<file path="config.mk">
export PLATFORM = sky130hd
export DESIGN_NAME = dac_serial_multi_flat
export DESIGN_NICKNAME = d
export VERILOG_FILES = /design/src/rtl/dac_serial_multi_if.sv /design/src/rtl/dac_serial_multi.sv /design/src/flat_wrapper.sv
export SDC_FILE = /design/constraint.sdc
export NUM_CORES = 1
export LEC_CHECK = 0
export ABC_AREA = 1
export CORE_AREA = 5 5 77 79
export DETAILED_ROUTE_END_ITERATION = 12
export DIE_AREA = 0 0 82 84
export PLACE_DENSITY_LB_ADDON = 0.08
export SYNTH_ARGS = -nofsm -noshare
export SYNTH_HDL_FRONTEND = slang
export SYNTH_SLANG_ARGS = --single-unit
</file>
<file path="constraint.sdc">
create_clock -name clk -period 4.3 [get_ports clk]
set_clock_uncertainty 0.2 [all_clocks]
set_input_delay 0.43 -clock clk [delete_from_list [all_inputs] [get_ports clk]]
set_output_delay 0.43 -clock clk [all_outputs]
set_load 0.02 [all_outputs]
</file>
<file path="src/rtl/dac_serial_multi_if.sv">
// dac_serial_multi_if: sample/control handshake and DAC pin bundle for dac_serial_multi
interface dac_serial_multi_if #(
    parameter int CHANNELS   = 2,
    parameter int DATA_WIDTH = 12
);
    logic [CHANNELS*DATA_WIDTH-1:0] dac_data;
    logic [CHANNELS-1:0]            chan_en;
    logic                           set;
    logic                           busy;
    logic                           done;
    logic                           overrun;
    logic [CHANNELS-1:0]            cs_n;
    logic                           sclk;
    logic                           sdin;
    logic                           ldac_n;

    modport master (
        output dac_data, chan_en, set,
        input  busy, done, overrun, cs_n, sclk, sdin, ldac_n
    );

    modport slave (
        input  dac_data, chan_en, set,
        output busy, done, overrun, cs_n, sclk, sdin, ldac_n
    );
endinterface

</file>
<file path="src/rtl/dac_serial_multi.sv">
// dac_serial_multi: writes each enabled AD5626-class DAC in turn, then one shared LDAC pulse
module dac_serial_multi #(
    parameter int CHANNELS   = 2,
    parameter int DATA_WIDTH = 12,
    parameter int CLK_DIV    = 4
) (
    input logic               clk,
    input logic               rst,
    dac_serial_multi_if.slave bus
);
    localparam int CW = CHANNELS > 1 ? $clog2(CHANNELS) : 1;
    localparam int DW = CLK_DIV > 1 ? $clog2(CLK_DIV) : 1;
    localparam int BW = DATA_WIDTH > 1 ? $clog2(DATA_WIDTH) : 1;

    localparam logic [2:0] IDLE     = 3'd0;
    localparam logic [2:0] SELECT   = 3'd1;
    localparam logic [2:0] SHIFT_LO = 3'd2;
    localparam logic [2:0] SHIFT_HI = 3'd3;
    localparam logic [2:0] CS_HOLD  = 3'd4;
    localparam logic [2:0] CS_GAP   = 3'd5;
    localparam logic [2:0] LDAC     = 3'd6;
    localparam logic [2:0] DONE     = 3'd7;

    logic [2:0]            state;
    logic [DATA_WIDTH-1:0] shadow [CHANNELS];
    logic [DATA_WIDTH-1:0] shift, shl;
    logic [CHANNELS-1:0]   mask;
    logic [CW-1:0]         ch, nxt;
    logic [DW-1:0]         cnt;
    logic [BW-1:0]         bit_cnt;
    logic                  last, timed;

    // lowest remaining channel, so disabled channels are skipped without spending cycles
    always_comb begin
        nxt = '0;
        for (int i = CHANNELS - 1; i >= 0; i--) nxt = mask[i] ? CW'(i) : nxt;
    end

    assign shl   = shift << 1;
    assign last  = cnt == DW'(CLK_DIV - 1);
    assign timed = state inside {SHIFT_LO, SHIFT_HI, CS_HOLD, CS_GAP, LDAC};

    // all pin outputs are registered so chip selects and strobes cannot glitch on state decode
    always_ff @(posedge clk or posedge rst) begin
        if (rst) begin
            state       <= IDLE;
            mask        <= '0;
            ch          <= '0;
            cnt         <= '0;
            bit_cnt     <= '0;
            shift       <= '0;
            for (int i = 0; i < CHANNELS; i++) shadow[i] <= '0;
            bus.busy    <= 1'b0;
            bus.done    <= 1'b0;
            bus.overrun <= 1'b0;
            bus.cs_n    <= '1;
            bus.sclk    <= 1'b0;
            bus.sdin    <= 1'b0;
            bus.ldac_n  <= 1'b1;
        end else begin
            cnt      <= timed && !last ? cnt + DW'(1) : '0;
            bus.done <= 1'b0;
            if (bus.set && state != IDLE) bus.overrun <= 1'b1;
            case (state)
                IDLE: if (bus.set) begin
                    for (int i = 0; i < CHANNELS; i++) shadow[i] <= bus.dac_data[i*DATA_WIDTH +: DATA_WIDTH];
                    mask     <= bus.chan_en;
                    bus.busy <= 1'b1;
                    state    <= SELECT;
                end
                SELECT, CS_GAP: if (state == SELECT || last) begin
                    if (|mask) begin
                        state    <= SHIFT_LO;
                        ch       <= nxt;
                        shift    <= shadow[nxt];
                        bus.sdin <= shadow[nxt][DATA_WIDTH-1];
                        bit_cnt  <= '0;
                        bus.cs_n <= ~(CHANNELS'(1) << nxt);
                    end else if (state == SELECT) begin
                        state    <= DONE;
                        bus.done <= 1'b1;
                        bus.busy <= 1'b0;
                    end else begin
                        state      <= LDAC;
                        bus.ldac_n <= 1'b0;
                    end
                end
                SHIFT_LO: if (last) begin
                    state    <= SHIFT_HI;
                    bus.sclk <= 1'b1;
                end
                SHIFT_HI: if (last) begin
                    bus.sclk <= 1'b0;
                    if (bit_cnt == BW'(DATA_WIDTH - 1)) begin
                        state    <= CS_HOLD;
                        bus.sdin <= 1'b0;
                    end else begin
                        state    <= SHIFT_LO;
                        bit_cnt  <= bit_cnt + BW'(1);
                        shift    <= shl;
                        bus.sdin <= shl[DATA_WIDTH-1];
                    end
                end
                CS_HOLD: if (last) begin
                    state    <= CS_GAP;
                    bus.cs_n <= '1;
                    mask[ch] <= 1'b0;
                end
                LDAC: if (last) begin
                    state      <= DONE;
                    bus.ldac_n <= 1'b1;
                    bus.done   <= 1'b1;
                    bus.busy   <= 1'b0;
                end
                default: state <= IDLE;
            endcase
        end
    end
endmodule

</file>
<file path="src/flat_wrapper.sv">
// flat-port wrapper written by rule: the top's interface ports become plain ports
module dac_serial_multi_flat 
#(
    parameter int CHANNELS   = 2,
    parameter int DATA_WIDTH = 12,
    parameter int CLK_DIV    = 4
)
  (clk, rst, bus_dac_data, bus_chan_en, bus_set, bus_busy, bus_done, bus_overrun, bus_cs_n, bus_sclk, bus_sdin, bus_ldac_n);
  dac_serial_multi_if #(.CHANNELS(CHANNELS), .DATA_WIDTH(DATA_WIDTH)) bus_i ();
  input logic clk;
  input logic rst;
  input wire logic [$bits(bus_i.dac_data)-1:0] bus_dac_data;
  input wire logic [$bits(bus_i.chan_en)-1:0] bus_chan_en;
  input wire logic [$bits(bus_i.set)-1:0] bus_set;
  output wire logic [$bits(bus_i.busy)-1:0] bus_busy;
  output wire logic [$bits(bus_i.done)-1:0] bus_done;
  output wire logic [$bits(bus_i.overrun)-1:0] bus_overrun;
  output wire logic [$bits(bus_i.cs_n)-1:0] bus_cs_n;
  output wire logic [$bits(bus_i.sclk)-1:0] bus_sclk;
  output wire logic [$bits(bus_i.sdin)-1:0] bus_sdin;
  output wire logic [$bits(bus_i.ldac_n)-1:0] bus_ldac_n;
  assign bus_i.dac_data = bus_dac_data;
  assign bus_i.chan_en = bus_chan_en;
  assign bus_i.set = bus_set;
  assign bus_busy = bus_i.busy;
  assign bus_done = bus_i.done;
  assign bus_overrun = bus_i.overrun;
  assign bus_cs_n = bus_i.cs_n;
  assign bus_sclk = bus_i.sclk;
  assign bus_sdin = bus_i.sdin;
  assign bus_ldac_n = bus_i.ldac_n;
  dac_serial_multi #(.CHANNELS(CHANNELS), .DATA_WIDTH(DATA_WIDTH), .CLK_DIV(CLK_DIV)) u_core (.clk(clk), .rst(rst), .bus(bus_i));
endmodule
</file>
==> results.tsv <==
stage	metric	value	unit
yosys	Ys Warns	0	
yosys	xor/xnor cell area share of the yosys netlist	0.00302	
yosys	post-synthesis sequential area ratio	0.476	
critical_path	CP endpoint kind	register	
clock_tree	CTS tree	built	
detailed_routing	ANT nets after route	0	
timing	final setup TNS	0	ps
critical_path	startpoint class of the critical path	register	
yosys	Post-Synth Simple-Gate Area	0.329	
critical_path	Setup Crit Path Kind	register to register	
yosys	Synth Area in Compound Gates	0.0937	
grt	initial antenna violation count	0	
power	Leakage	0.00170	uW
clock_tree	hold_buf cts	0	
yosys	number of synthesized flops with an enable pin	0	
grt	number of global-route vias before repair	2248	
cells_and_area	Antenna Cells	0	
detailed_routing	drt total wl	5.94	mm
timing	Final Max Slew Viols	0	
yosys	syn avg cell area	7.91	sq um
floorplanning	floorplan row count	27	
power	Pwr per Cell Area	683	mW/mm^2
timing	Worst Tran Pin Value	872	ps
clock_tree	deepest clock path buffer count	2	
clock_tree	Clock Latency Late Sink	310	ps
timing	RSZ-0062 raised after global routing	no	
power	maximum vdd ir drop	0.270	mV
grt	gr usage total	0.189	
cells_and_area	Register Area	0.00138	sq mm
critical_path	worst path required time	4300	ps
detailed_routing	wire length per cell	12.7	microns
detailed_routing	Iter 0 DRT Violations	111	
critical_path	Worst Path Arrival	2220	ps
clock_tree	Clock Root Buffer	clkbuf_8	
yosys	Yosys cell types	28	
yosys	#FFs+latches synth	55	
cells_and_area	nets	426	
floorplanning	Die H	84	microns
flow_run	Max Cap Viol	0	
floorplanning	Die X	82	microns
yosys	post-synthesis cell count	366	
min_path	Hold WC Path Type	input pin to asynchronous set/reset pin	
yosys	main combinational cell family by area after synthesis	simple AND/OR/NAND/NOR gates	
timing	Final period util	0.515	
detailed_routing	via count	2321	
timing	worst setup margin	2090	ps
yosys	Post-Syn Area	0.00290	sq mm
cells_and_area	area of the multi-input gates	0.00126	sq mm
run_status	status	finished, final reports clean	
yosys	main flop type after synthesis	dfrtp_1	
timing	minimum clock period	2210	ps
grt	first-pass GRT wire length	10.2	mm
floorplanning	starting density of the core	0.550	
placement	placed cell count	460	
cells_and_area	share of post-route cells with drive strength above 1	0.119	
placement	DP Wirelength	4.28	mm
placement	routability congestion estimate from global placement	0.863	
timing	Final Hold Viols	0	
critical_path	worst-path fanout max	15	
clock_tree	# resized after CTS	0	
detailed_routing	Pre-Repair DR Iteration Count	4	
cells_and_area	fillcell total	480	
cells_and_area	area grow syn2layout	15.3	%
placement	I/O Buffers	36	
timing	Worst slew margin	0.418	
clock_tree	H-tree depth	2	
detailed_routing	vias per inst	4.96	
yosys	post-synthesis mux area share	0	
cells_and_area	Final Non-Filler Cells	468	
placement	pre-CTS setup slack	2020	ps
timing	Fmax	451	MHz
floorplanning	core area	0.00527	sq mm
clock_tree	postcts setup bufs	0	
clock_tree	Worst-path clk slew	100	ps
timing	Final setup viols	0	
yosys	Post-synth ARST share	1.00	
grt	total congestion overflow	0	
detailed_routing	# DRC	0	
clock_tree	CTS Sinks	55	
cells_and_area	leading cell types in the layout, fill and taps excluded	nand2_1 (142), dfrtp_1 (52), nand3_1 (45)	
floorplanning	die area	0.00689	sq mm
floorplanning	IO Pins	37	
yosys	Post-Synth Adder-Cell Area	0.00864	
yosys	Syn Nets	397	
cells_and_area	commonest non-fill, non-tap cell in the layout	nand2_1	
clock_tree	Num CTS Buffers	5	
grt	pin count of the biggest net entering global routing	48	
## path summary, 6_finish.rpt
kind / from / to / slack (ps) / depth (start not counted)
max: u_core.state[0] / u_core.shift[3] / 2090 / 7
min: rst / u_core.state[0] / 190 / 2
max reg2reg: u_core.state[0] / u_core.shift[3] / 2090 / 7
min reg2reg: u_core.cnt[0] / u_core.cnt[0] / 230 / 1
max in group asynchronous: rst / u_core.bus.cs_n[0] / 2880 / 3
min in group clk: u_core.cnt[0] / u_core.cnt[0] / 230 / 1
## synthesized netlist by cell type, types with 2 or more instances
master	count	area (sq um)
a21oi_1	3	15.0
buf_2	5	25.0
buf_4	2	15.0
buf_6	6	67.6
clkbuf_1	2	7.51
dfrtp_1	52	1300
dfstp_2	3	78.8
ha_1	2	25.0
inv_1	35	131
inv_2	3	11.3
nand2_1	142	533
nand2_2	3	18.8
nand2_4	2	22.5
nand3_1	45	225
nand4_1	4	25.0
nor2_1	17	63.8
nor2_2	2	12.5
o21ai_0	6	30.0
o21ai_1	4	20.0
o21ai_2	20	175
## critical path: stages (launching register included)
cell,delay (ps)
dfrtp_1,650
nand2_1,120
nor2_2,510
nand2_2,170
nand2_1,100
nor2_1,170
nand3_1,130
nand2_1,60
## final cells by class
class                   count  share of cell area
inverters                  38              0.0427
clock buffers               8              0.0300
well taps                  72              0.0270
multi-input cells         258               0.377
flip-flops and latches     55               0.413
repair buffers             37               0.110
## cell families (layout without fill, tap and decap cells)
| family | Yosys count | count (layout) |
|---|---|---|
| buffers and inverters | 53 | 83 |
| and+or+nand+nor | 219 | 219 |
| DFF | 55 | 55 |
| AOI/OAI and AO/OA | 36 | 36 |
| adders and majority gates | 2 | 2 |
| xor gates and xnor gates | 1 | 1 |
## report_power, final
| part | internal (uW) | switching, uW |
|---|---|---|
| logic | 393 | 694 |
| clock network | 147 | 162 |
| registers | 745 | 137 |
| total | 1290 | 993 |
## registers in the layout, indices dropped and copies added (netlist names)
register / flops
u_core.bus.ldac_n: 1
u_core.bus.busy: 1
u_core.cnt: 2
u_core.bus.overrun: 1
u_core.bus.done: 1
u_core.shift: 11
u_core.ch: 1
u_core.state: 3
u_core.bus.cs_n: 2
u_core.bit_cnt: 4
u_core.shadow: 24
u_core.bus.sdin: 1
u_core.mask: 2
u_core.bus.sclk: 1
## routing by layer
metal  up-vias  part of all wire  global-route usage
met2        42              0.50               0.316
met4         0             0.013              0.0529
met1      1064              0.45               0.246
met5         -                 0                   0
li1       1209                 -                   -
met3         6             0.036              0.0378
## through the flow
step                total power (uW)  area, sq um  hold slack (ps)   util
global route                    2490         3340              229  0.634
CTS                             2300         3340              202  0.634
floorplan                       1780         2900              210      -
detailed placement              1990         3240              228  0.615
finish                          2280         3340              193  0.634
global placement                1970         3240              221  0.615
(Power assumes the default switching activity.)
